## src/rtl/nrzi_stuff_enc_if.sv

```systemverilog
// Word handshake and line-side signals of the NRZI bit-stuffing encoder.
// The master drives words; the slave (encoder) drives the line.
interface nrzi_stuff_enc_if #(
  parameter int DATA_W = 8
) ();
  logic [DATA_W-1:0] data_i;
  logic              valid_i;
  logic              last_i;
  logic              ready_o;
  logic              y_o;
  logic              oe_o;
  logic              busy_o;
  logic              err_o;

  modport master (
    output data_i, valid_i, last_i,
    input  ready_o, y_o, oe_o, busy_o, err_o
  );

  modport slave (
    input  data_i, valid_i, last_i,
    output ready_o, y_o, oe_o, busy_o, err_o
  );
endinterface

```

## src/rtl/nrzi_stuff_enc.sv

```systemverilog
// Serialises words LSB first onto an NRZI line with optional USB-style
// bit stuffing, enabled by defining NRZI_STUFF_EN.
module nrzi_stuff_enc #(
  parameter int   DATA_W     = 8,
  parameter int   STUFF_RUN  = 6,
  parameter logic IDLE_LEVEL = 1'b1
) (
  input  logic            clk_i,
  input  logic            resetn_i,
  nrzi_stuff_enc_if.slave bus
);

  localparam int CW = (DATA_W > 1) ? $clog2(DATA_W) : 1;
  localparam logic [CW-1:0] LAST_IDX = CW'(DATA_W - 1);

  typedef enum logic [1:0] {
    IDLE,
    SHIFT,
    STUFF
  } state_t;

  state_t            state, state_n;
  logic [CW-1:0]     cnt, cnt_n;
  logic [DATA_W-1:0] sh, sh_n;
  logic              lastf, lastf_n;
  logic              y, y_n;
  logic              oe, oe_n;
  logic              err, err_n;

  logic word_end;
  logic fin;
  logic ready;
  logic load;
  logic adv;
  logic go_idle;
  logic stuff_go;
  logic stuff_pend;

`ifdef NRZI_STUFF_EN
  localparam int RW = $clog2(STUFF_RUN + 1);

  logic [RW-1:0] run, run_n;

  // run counts 1s on the line including the bit currently shown
  assign stuff_pend = (state == SHIFT) && (run == RW'(STUFF_RUN));

  always_comb begin
    run_n = run;
    if (go_idle || stuff_go) begin
      run_n = '0;
    end else if (adv) begin
      run_n = sh[0] ? run + 1'b1 : '0;
    end else if (load) begin
      run_n = bus.data_i[0] ? run + 1'b1 : '0;
    end
  end

  always_ff @(posedge clk_i or negedge resetn_i) begin
    if (!resetn_i) begin
      run <= '0;
    end else begin
      run <= run_n;
    end
  end
`else
  assign stuff_pend = 1'b0;
`endif

  always_comb begin
    state_n  = state;
    cnt_n    = cnt;
    sh_n     = sh;
    lastf_n  = lastf;
    y_n      = y;
    oe_n     = oe;
    err_n    = 1'b0;
    word_end = (cnt == LAST_IDX);
    fin      = 1'b0;
    adv      = 1'b0;
    stuff_go = 1'b0;

    unique case (state)
      IDLE: ;
      SHIFT: begin
        fin      = word_end && !stuff_pend;
        stuff_go = stuff_pend;
        adv      = !word_end && !stuff_pend;
      end
      STUFF: begin
        fin = word_end;
        adv = !word_end;
      end
      default: ;
    endcase

    ready   = (state == IDLE) || (fin && !lastf);
    load    = bus.valid_i && ready;
    go_idle = fin && !load;

    if (stuff_go) begin
      state_n = STUFF;
      y_n     = ~y;
    end
    if (adv) begin
      state_n = SHIFT;
      cnt_n   = cnt + 1'b1;
      y_n     = sh[0] ? y : ~y;
      sh_n    = sh >> 1;
    end
    if (go_idle) begin
      state_n = IDLE;
      cnt_n   = '0;
      sh_n    = '0;
      lastf_n = 1'b0;
      y_n     = IDLE_LEVEL;
      oe_n    = 1'b0;
      err_n   = !lastf;
    end
    // a new word continues the line level gaplessly
    if (load) begin
      state_n = SHIFT;
      cnt_n   = '0;
      sh_n    = bus.data_i >> 1;
      lastf_n = bus.last_i;
      y_n     = bus.data_i[0] ? y : ~y;
      oe_n    = 1'b1;
    end
  end

  always_ff @(posedge clk_i or negedge resetn_i) begin
    if (!resetn_i) begin
      state <= IDLE;
      cnt   <= '0;
      sh    <= '0;
      lastf <= 1'b0;
      y     <= IDLE_LEVEL;
      oe    <= 1'b0;
      err   <= 1'b0;
    end else begin
      state <= state_n;
      cnt   <= cnt_n;
      sh    <= sh_n;
      lastf <= lastf_n;
      y     <= y_n;
      oe    <= oe_n;
      err   <= err_n;
    end
  end

  assign bus.ready_o = ready;
  assign bus.y_o     = y;
  assign bus.oe_o    = oe;
  assign bus.err_o   = err;
  assign bus.busy_o  = (state != IDLE);

endmodule

```

## src/flat_wrapper.sv

```systemverilog
// flat-port wrapper written by rule: the top's interface ports become plain ports
module nrzi_stuff_enc_flat 
#(
  parameter int   DATA_W     = 8,
  parameter int   STUFF_RUN  = 6,
  parameter logic IDLE_LEVEL = 1'b1
)
  (clk_i, resetn_i, bus_data_i, bus_valid_i, bus_last_i, bus_ready_o, bus_y_o, bus_oe_o, bus_busy_o, bus_err_o);
  nrzi_stuff_enc_if #(.DATA_W(DATA_W)) bus_i ();
  input  logic clk_i;
  input  logic resetn_i;
  input wire logic [$bits(bus_i.data_i)-1:0] bus_data_i;
  input wire logic [$bits(bus_i.valid_i)-1:0] bus_valid_i;
  input wire logic [$bits(bus_i.last_i)-1:0] bus_last_i;
  output wire logic [$bits(bus_i.ready_o)-1:0] bus_ready_o;
  output wire logic [$bits(bus_i.y_o)-1:0] bus_y_o;
  output wire logic [$bits(bus_i.oe_o)-1:0] bus_oe_o;
  output wire logic [$bits(bus_i.busy_o)-1:0] bus_busy_o;
  output wire logic [$bits(bus_i.err_o)-1:0] bus_err_o;
  assign bus_i.data_i = bus_data_i;
  assign bus_i.valid_i = bus_valid_i;
  assign bus_i.last_i = bus_last_i;
  assign bus_ready_o = bus_i.ready_o;
  assign bus_y_o = bus_i.y_o;
  assign bus_oe_o = bus_i.oe_o;
  assign bus_busy_o = bus_i.busy_o;
  assign bus_err_o = bus_i.err_o;
  nrzi_stuff_enc #(.DATA_W(DATA_W), .STUFF_RUN(STUFF_RUN), .IDLE_LEVEL(IDLE_LEVEL)) u_core (.clk_i(clk_i), .resetn_i(resetn_i), .bus(bus_i));
endmodule
```

## config.mk

```make
export PLATFORM = sky130hd
export DESIGN_NAME = nrzi_stuff_enc_flat
export DESIGN_NICKNAME = d
export VERILOG_FILES = /design/src/rtl/nrzi_stuff_enc_if.sv /design/src/rtl/nrzi_stuff_enc.sv /design/src/flat_wrapper.sv
export SDC_FILE = /design/constraint.sdc
export NUM_CORES = 1
export LEC_CHECK = 0
export ABC_AREA = 1
export CORE_MARGIN = 1
export CORE_UTILIZATION = 45
export CTS_CLUSTER_SIZE = 8
export DETAILED_ROUTE_END_ITERATION = 16
export PLACE_DENSITY = 0.73
export SLEW_MARGIN = 20
export SYNTH_ARGS = -nofsm -noshare
export SYNTH_HDL_FRONTEND = slang
export SYNTH_SLANG_ARGS = --single-unit
export TNS_END_PERCENT = 100
```

## constraint.sdc

```tcl
create_clock -name clk_i -period 3.5 [get_ports clk_i]
set_input_delay 0.35 -clock clk_i [delete_from_list [all_inputs] [get_ports clk_i]]
set_output_delay 0.35 -clock clk_i [all_outputs]
set_load 0.02 [all_outputs]
```

[Word level (Yosys, flattened, before mapping)]
Cells that the tools add are included.
W data, S select, Z words.
Word-level totals
  register bits after elaboration: 17
  input port bits: 12
  output and inout port bits: 5
Cells by class
  add/sub/neg operators: 1
  equal/unequal tests: 5
  multiplexer cells: 20
  bitwise gates (word level): 1
  reduce and logical (&&, ||, !) cells: 13
Operators by type and width (number)
  $mux W8: 3
  $mux W1: 11
  $mux W3: 3
  $mux W2: 3
  $reduce_bool A2 Y1: 2
  $add A3 B1 Y3 const B: 1
  $eq A3 B3 Y1 const B: 1
  $logic_and A1 B1 Y1: 3
  $logic_not A1 Y1: 3
  $ne A3 B3 Y1 const B: 1
  $reduce_and A3 Y1: 1
  $reduce_bool A3 Y1: 1
  $eq A2 B1 Y1 const B: 1
  $eq A2 B2 Y1 const B: 1
  $logic_not A2 Y1: 1
  $ne A2 B2 Y1 const B: 1
  $reduce_or A2 Y1: 1
  $logic_or A1 B1 Y1: 1
  $not A1 Y1: 1

[Depth between registers and ports, before layout]
Gate-level depths: netlist of the first run.
  word-level depth: 10
  depth in mapped cells: 11

[Worst setup path before layout of the first run]
Ideal clock, no wire load.
  path type: reg2out
  start: register u_core.cnt[0]
  end: output port bus_ready_o
  data arrival time: 1.071 ns
  slack: 2.079 ns
  cell stages (with the launch flop): 6
  path through: dfrtp_1 > ha_1 > ha_1 > nand2_1 > nand2_2 > buf_6
Between the ends
  word-level cells in the longest chain between the ends: 4
RTL lines
  start: declaration: line nrzi_stuff_enc.sv:23  | logic [CW-1:0] cnt, cnt_n;
  start signal: assignment: line nrzi_stuff_enc.sv:141  | cnt <= cnt_n;
  $eq A3 B3 Y1: line nrzi_stuff_enc.sv:77  | word_end = (cnt == LAST_IDX);
  $mux W1: line nrzi_stuff_enc.sv:82  | unique case (state)
  $logic_and A1 B1 Y1: line nrzi_stuff_enc.sv:96  | ready = (state == IDLE) || (fin && !lastf);
  $logic_or A1 B1 Y1: line nrzi_stuff_enc.sv:96
  end: declaration: line flat_wrapper.sv:15  | output wire logic [$bits(bus_i.ready_o)-1:0] bus_ready_o;
No other way between the ends.

[Worst setup path after layout of the first run]
Same ends and word-level chain as after synthesis.

==> impl_metrics.env, run 1 <==
export IMPL_crit_start="u_core.cnt[0]"
export IMPL_grtUsageMet3=0.02553
export IMPL_synth_largest_area_cell="dfrtp_1"
export IMPL_cts_sinks=15
export IMPL_min_period_ns=2.314
export IMPL_nets=123
export IMPL_r2r_start="u_core.cnt[0]"
export IMPL_regArea_sq_um=376.6
export IMPL_path_max_fanout=11
export IMPL_critical_path_class="flip-flop to output pin"
export IMPL_cp_required_ns=3.15
export IMPL_rows=14
export IMPL_end_kind="output pin"
export IMPL_place_hpwl_microns=1037
export IMPL_critPathLaunchType="flip-flop"
export IMPL_post_cts_buffers=0
export IMPL_totalWireLength_microns=1409
export IMPL_hold_buffers=0
export IMPL_antenna_cells=0
export IMPL_post_place_ws_ns=1.299
export IMPL_place_area_sq_um=903.4
export IMPL_maxCapViolations=0
export IMPL_wl_per_cell_microns=11.36
export IMPL_port_buffers=16
export IMPL_fill_cells=140
export IMPL_drive_gt1_frac=0.1019
export IMPL_min_period_over_period=0.6612
export IMPL_synth_distinct_cells=15
export IMPL_grt_usage=0.1934
export IMPL_die_h_microns=42.68
export IMPL_grt_busiest_layer="met2"
export IMPL_timing_fmax_mhz=432.1
export IMPL_drv_slew=0
export IMPL_drc_errors=0
export IMPL_via_per_inst=5.185
export IMPL_skew_ns=0.0006191
export IMPL_tightestPinTransition_ns=0.7513
export IMPL_area_growth_pct=24.87
export IMPL_synth_cells=91
export IMPL_setup_viol=0
export IMPL_final_area_sq_um=929.6
export IMPL_start_util=0.4885
export IMPL_grt_pass1_vias=601
export IMPL_cts_htree_levels=1
export IMPL_met2_usage=0.2970
export IMPL_timing_slew_headroom=0.4973
export IMPL_cts_resized=0
export IMPL_yosysWarningCount=0
export IMPL_tritoncts="yes"
export IMPL_antenna_left=0
export IMPL_ys_seq_area_frac=0.5059
export IMPL_layout_setup_ws_ns=1.186
export IMPL_layout_common_cells="36 x nand2_1, 17 x nand3_1, 16 x clkdlybuf4s50_1"
export IMPL_grt_antenna_before_repair=0
export IMPL_grt_pass1_wl_microns=2594
export IMPL_fp_dieW_microns=42.68
export IMPL_synthTopCellsByArea="dfrtp_1 47%, nand2_1 18%, nand3_1 11%"
export IMPL_firstDrtPassIters=4
export IMPL_setup_tns_ns=0
export IMPL_p_per_area_nw_per_um2=802.7
export IMPL_synth_net_count=105
export IMPL_layout_commonest_cell="nand2_1"
export IMPL_numCtsBuffers=3
export IMPL_path_clk_slew_ns=0.08
export IMPL_clkLatencyLatePin_ns=0.28
export IMPL_power_leakage_uw=0.0004896
export IMPL_syn_avg_cell_area_sq_um=8.181
export IMPL_io_pins=17
export IMPL_outcome="complete, no violations"
export IMPL_hold_path_class="input pin to asynchronous set/reset pin"
export IMPL_cts_max_path_buffers=2
export IMPL_ir_drop_mv=0.3798
export IMPL_multi_input_area_sq_um=320.3
export IMPL_drtIter0Drc=14
export IMPL_grt_max_degree=16
export IMPL_synth_area_sq_um=744.5
export IMPL_gr_usage_met1=0.2597
export IMPL_grt_ovfl_total=0
export IMPL_place_gp_congestion=0.7693
export IMPL_clk_root_buffer_cell="clkbuf_4"
export IMPL_ys_seq_elements=15
export IMPL_yosysTopAreaCellShare=0.4706
export IMPL_die_area_sq_um=1821
export IMPL_hold_viol=0
export IMPL_crit_arrival_ns=1.96
export IMPL_rsz0062_at_grt="no"
export IMPL_num_vias=643
export IMPL_fp_coreArea_sq_um=1524
==> cells in the mapped netlist, drive strengths merged <==
cell type and number:
nand2 40, o21a 1, dfstp 1, inv 7, ha 2, nand3 18
dfrtp 14, a32o 2, nor2 2, buf 3, o21ai 1
==> where the power goes <==
part	switching (uW)	internal, uW
clock	52.9	44.3
sequential	47.8	248
combinational	198	155
==> cells by family after synthesis <==
logic type | count (synthesis) | synth area share
simple gates | 60 | 0.3529
fa+ha+maj | 2 | 0.03361
compound gates | 4 | 0.04370
flops | 15 | 0.5059
buf+inv | 10 | 0.06387
==> per-stage QoR <==
| stage | util | total power [uW] | std cells | hold slack, ns |
|---|---|---|---|---|
| after floorplan | - | 551.4 | 91 | 0.05441 |
| after global placement | 0.5928 | 644.3 | 120 | 0.4583 |
| after detailed placement | 0.5928 | 654.3 | 120 | 0.4608 |
| after CTS | 0.6100 | 753.5 | 124 | 0.4752 |
| after global routing | 0.6100 | 811.3 | 124 | 0.5045 |
| final | 0.6100 | 746.2 | 124 | 0.4609 |
==> path summary, 6_finish.rpt <==
kind / endpoint / slack, ns / cells past startpoint
min: u_core.bus.oe_o / 0.46 / 1
min in group clk_i: u_core.bus.y_o / 0.47 / 2
min reg2reg: u_core.bus.y_o / 0.47 / 2
max in group asynchronous: u_core.sh[3] / 2.63 / 1
max reg2reg: u_core.state[0] / 1.85 / 8
max: bus_ready_o / 1.19 / 5
==> cell type report <==
type                    count  share of cell area
well taps                  16             0.02153
multi-input cells          66              0.3445
clock buffers               4             0.02826
flip-flops and latches     15              0.4051
inverters                   7             0.02826
repair buffers             16              0.1723
==> state kept, by name, indices dropped and copies added, names as in the netlist <==
register          flops
u_core.lastf          1
u_core.bus.oe_o       1
u_core.cnt            3
u_core.sh             7
u_core.bus.y_o        1
u_core.state          1
u_core.bus.err_o      1
==> metal layers <==
metal | vias up | routed length [microns]
li1 | 327 | -
met1 | 288 | 612
met2 | 23 | 690
met3 | 5 | 68
met4 | 0 | 36
met5 | - | 0
==> worst max-delay path, stage by stage (launching register included) <==
cell	delay [ns]
dfrtp_1	0.38
ha_1	0.16
ha_1	0.22
nand2_1	0.09
nand2_2	0.18
clkdlybuf4s50_1	0.65
(Power assumes the default switching activity.)
==> inputs of run 2 (changes only) <==
CORE_UTILIZATION = 43   (was 45)
clock period = 1.9 ns   (was 3.5 ns; I/O delays follow)
==> run 2 against run 1 <==
Effect of this change:
- the flow now finishes with violations (DRC)
- utilization increased by 0.074 points
- routed wire length increased by 8.3%
- die area increased by 4.4%
- count of clock-buffer cells in the layout decreased by 1
- worst hold slack got worse by 0.16 ns
- clock skew increased by 0.0035 ns
- critical path type unchanged
- highest routed layer unchanged
==> impl_metrics.env, run 2 (synthesis gave the netlist of run 1 again) <==
export IMPL_largest_reg_flops=7
export IMPL_fp_dieW_microns=43.61
export IMPL_rows=14
export IMPL_area_growth_pct=27.90
export IMPL_max_stage_delay_ns=0.41
export IMPL_grt_antenna_before_repair=0
export IMPL_setup_viol=0
export IMPL_grt_usage=0.1855
export IMPL_wl_per_cell_microns=12.02
export IMPL_totalWireLength_microns=1526
export IMPL_clk_root_buffer_cell="clkbuf_4"
export IMPL_firstDrtPassIters=10
export IMPL_grt_pass1_vias=569
export IMPL_port_buffers=16
export IMPL_rsz0062_at_grt="no"
export IMPL_outcome="finished, violations left"
export IMPL_rr_endpoint="u_core.bus.y_o"
export IMPL_via_per_inst=5.157
export IMPL_post_cts_buffers=0
export IMPL_drv_slew=0
export IMPL_nets=126
export IMPL_crit_buf_inv=1
export IMPL_tightestPinTransition_ns=0.6792
export IMPL_maxCapViolations=0
export IMPL_numCtsBuffers=3
export IMPL_largest_register="u_core.sh"
export IMPL_crit_arrival_ns=1.58
export IMPL_p_per_area_nw_per_um2=1472
export IMPL_die_area_sq_um=1902
export IMPL_cts_max_path_buffers=2
export IMPL_tritoncts="yes"
export IMPL_grt_pass1_wl_microns=2580
export IMPL_drc_errors=1
export IMPL_path_max_fanout=4
export IMPL_place_gp_congestion=0.7778
export IMPL_critical_path_class="flip-flop to output pin"
export IMPL_hold_path_class="input pin to asynchronous set/reset pin"
export IMPL_skew_ns=0.004148
export IMPL_place_hpwl_microns=1081
export IMPL_min_period_over_period=0.9309
export IMPL_die_h_microns=43.61
export IMPL_end_kind="output pin"
export IMPL_grt_max_degree=16
export IMPL_path_clk_slew_ns=0.10
export IMPL_fp_coreArea_sq_um=1559
export IMPL_cp_required_ns=1.71
export IMPL_r2r_cells=10
export IMPL_layout_commonest_cell="nand2_1"
export IMPL_io_pins=17
export IMPL_cp_top_family="adder cells"
export IMPL_drive_gt1_frac=0.1351
export IMPL_layout_common_cells="36 x nand2_1, 17 x nand3_1, 15 x clkdlybuf4s50_1"
export IMPL_clkLatencyLatePin_ns=0.29
export IMPL_r2r_start="u_core.cnt[0]"
export IMPL_cts_htree_levels=1
export IMPL_min_period_ns=1.769
export IMPL_antenna_cells=0
export IMPL_r2r_slack_ns=0.23
export IMPL_critPathMostFrequentCell="ha_1"
export IMPL_post_route_util=0.6108
export IMPL_power_leakage_uw=0.0005115
export IMPL_violations="DRC"
export IMPL_antenna_left=0
export IMPL_hold_viol=0
export IMPL_reg_largest_list="u_core.sh x7, u_core.cnt x3"
export IMPL_setup_tns_ns=0
export IMPL_grt_ovfl_total=0
export IMPL_drtIter0Drc=18
export IMPL_crit_slowest_cell="dfrtp_1"
export IMPL_critPathLaunchType="flip-flop"
export IMPL_crit_chain="ha_1 > ha_1 > nand2_1 > nand2_2 > dlygate4sd2_1"
export IMPL_cts_sinks=15
export IMPL_timing_fmax_mhz=565.4
export IMPL_num_vias=655
export IMPL_start_util=0.4775
export IMPL_timing_slew_headroom=0.5458
export IMPL_ir_drop_mv=0.9645
## run 2: power by group
group	switching (uW)	internal, uW	leakage (uW)
logic	368	300	0.000305
registers	90.0	458	0.000188
clock network	108	78.2	0.0000177
total	567	835	0.000511
## run 2: cell type report
cell class,instances,area [sq um]
sequential,15,376.6
tap,16,20.02
clock inverter,1,5.005
fill,152,606.8
multi-input combinational,66,320.3
clock buffer,3,22.52
inverter,7,26.28
timing repair buffer,19,181.4
## run 2: worst max-delay path by stage
stage | from | endpoint | cells past startpoint
2_1_floorplan | u_core.cnt[0] | u_core.bus.y_o | 11
3_3_place_gp | u_core.cnt[0] | bus_ready_o | 5
3_5_place_dp | u_core.cnt[0] | bus_ready_o | 5
4_1_cts | u_core.cnt[0] | bus_ready_o | 5
5_1_grt | u_core.cnt[0] | bus_ready_o | 5
6_report | u_core.cnt[0] | bus_ready_o | 5
## run 2: routing by layer
metal  global-route usage  wire (microns)
met1               0.2601             755
met2               0.2806             672
met3              0.06250              89
met4              0.03750               8
met5                    0               0
## run 2: timing repair
| item | CTS | global route |
|---|---|---|
| setup endpoints to repair | 1 | 0 |
| hold buffers | 0 | 0 |
| gates resized for setup | 1 | 0 |
| endpoints found under the hold margin | 0 | 0 |
## run 2: through the flow
stage	power (uW)	setup slack [ns]	std cells	hold WS [ns]	instance area (sq um)
floorplan	1016	0.4854	91	-0.1056	744.5
global placement	1215	0.2431	123	0.4566	925.9
detailed placement	1238	0.2224	123	0.4685	925.9
CTS	1415	0.1139	127	0.3289	952.2
global route	1526	0.03286	127	0.3498	952.2
finish	1402	0.1314	127	0.3055	952.2
==> inputs of run 3 (changes only) <==
CAP_MARGIN = 20   (was unset)
==> results of run 3 <==
Final layout, timing and power as in run 2 (identical DEF).
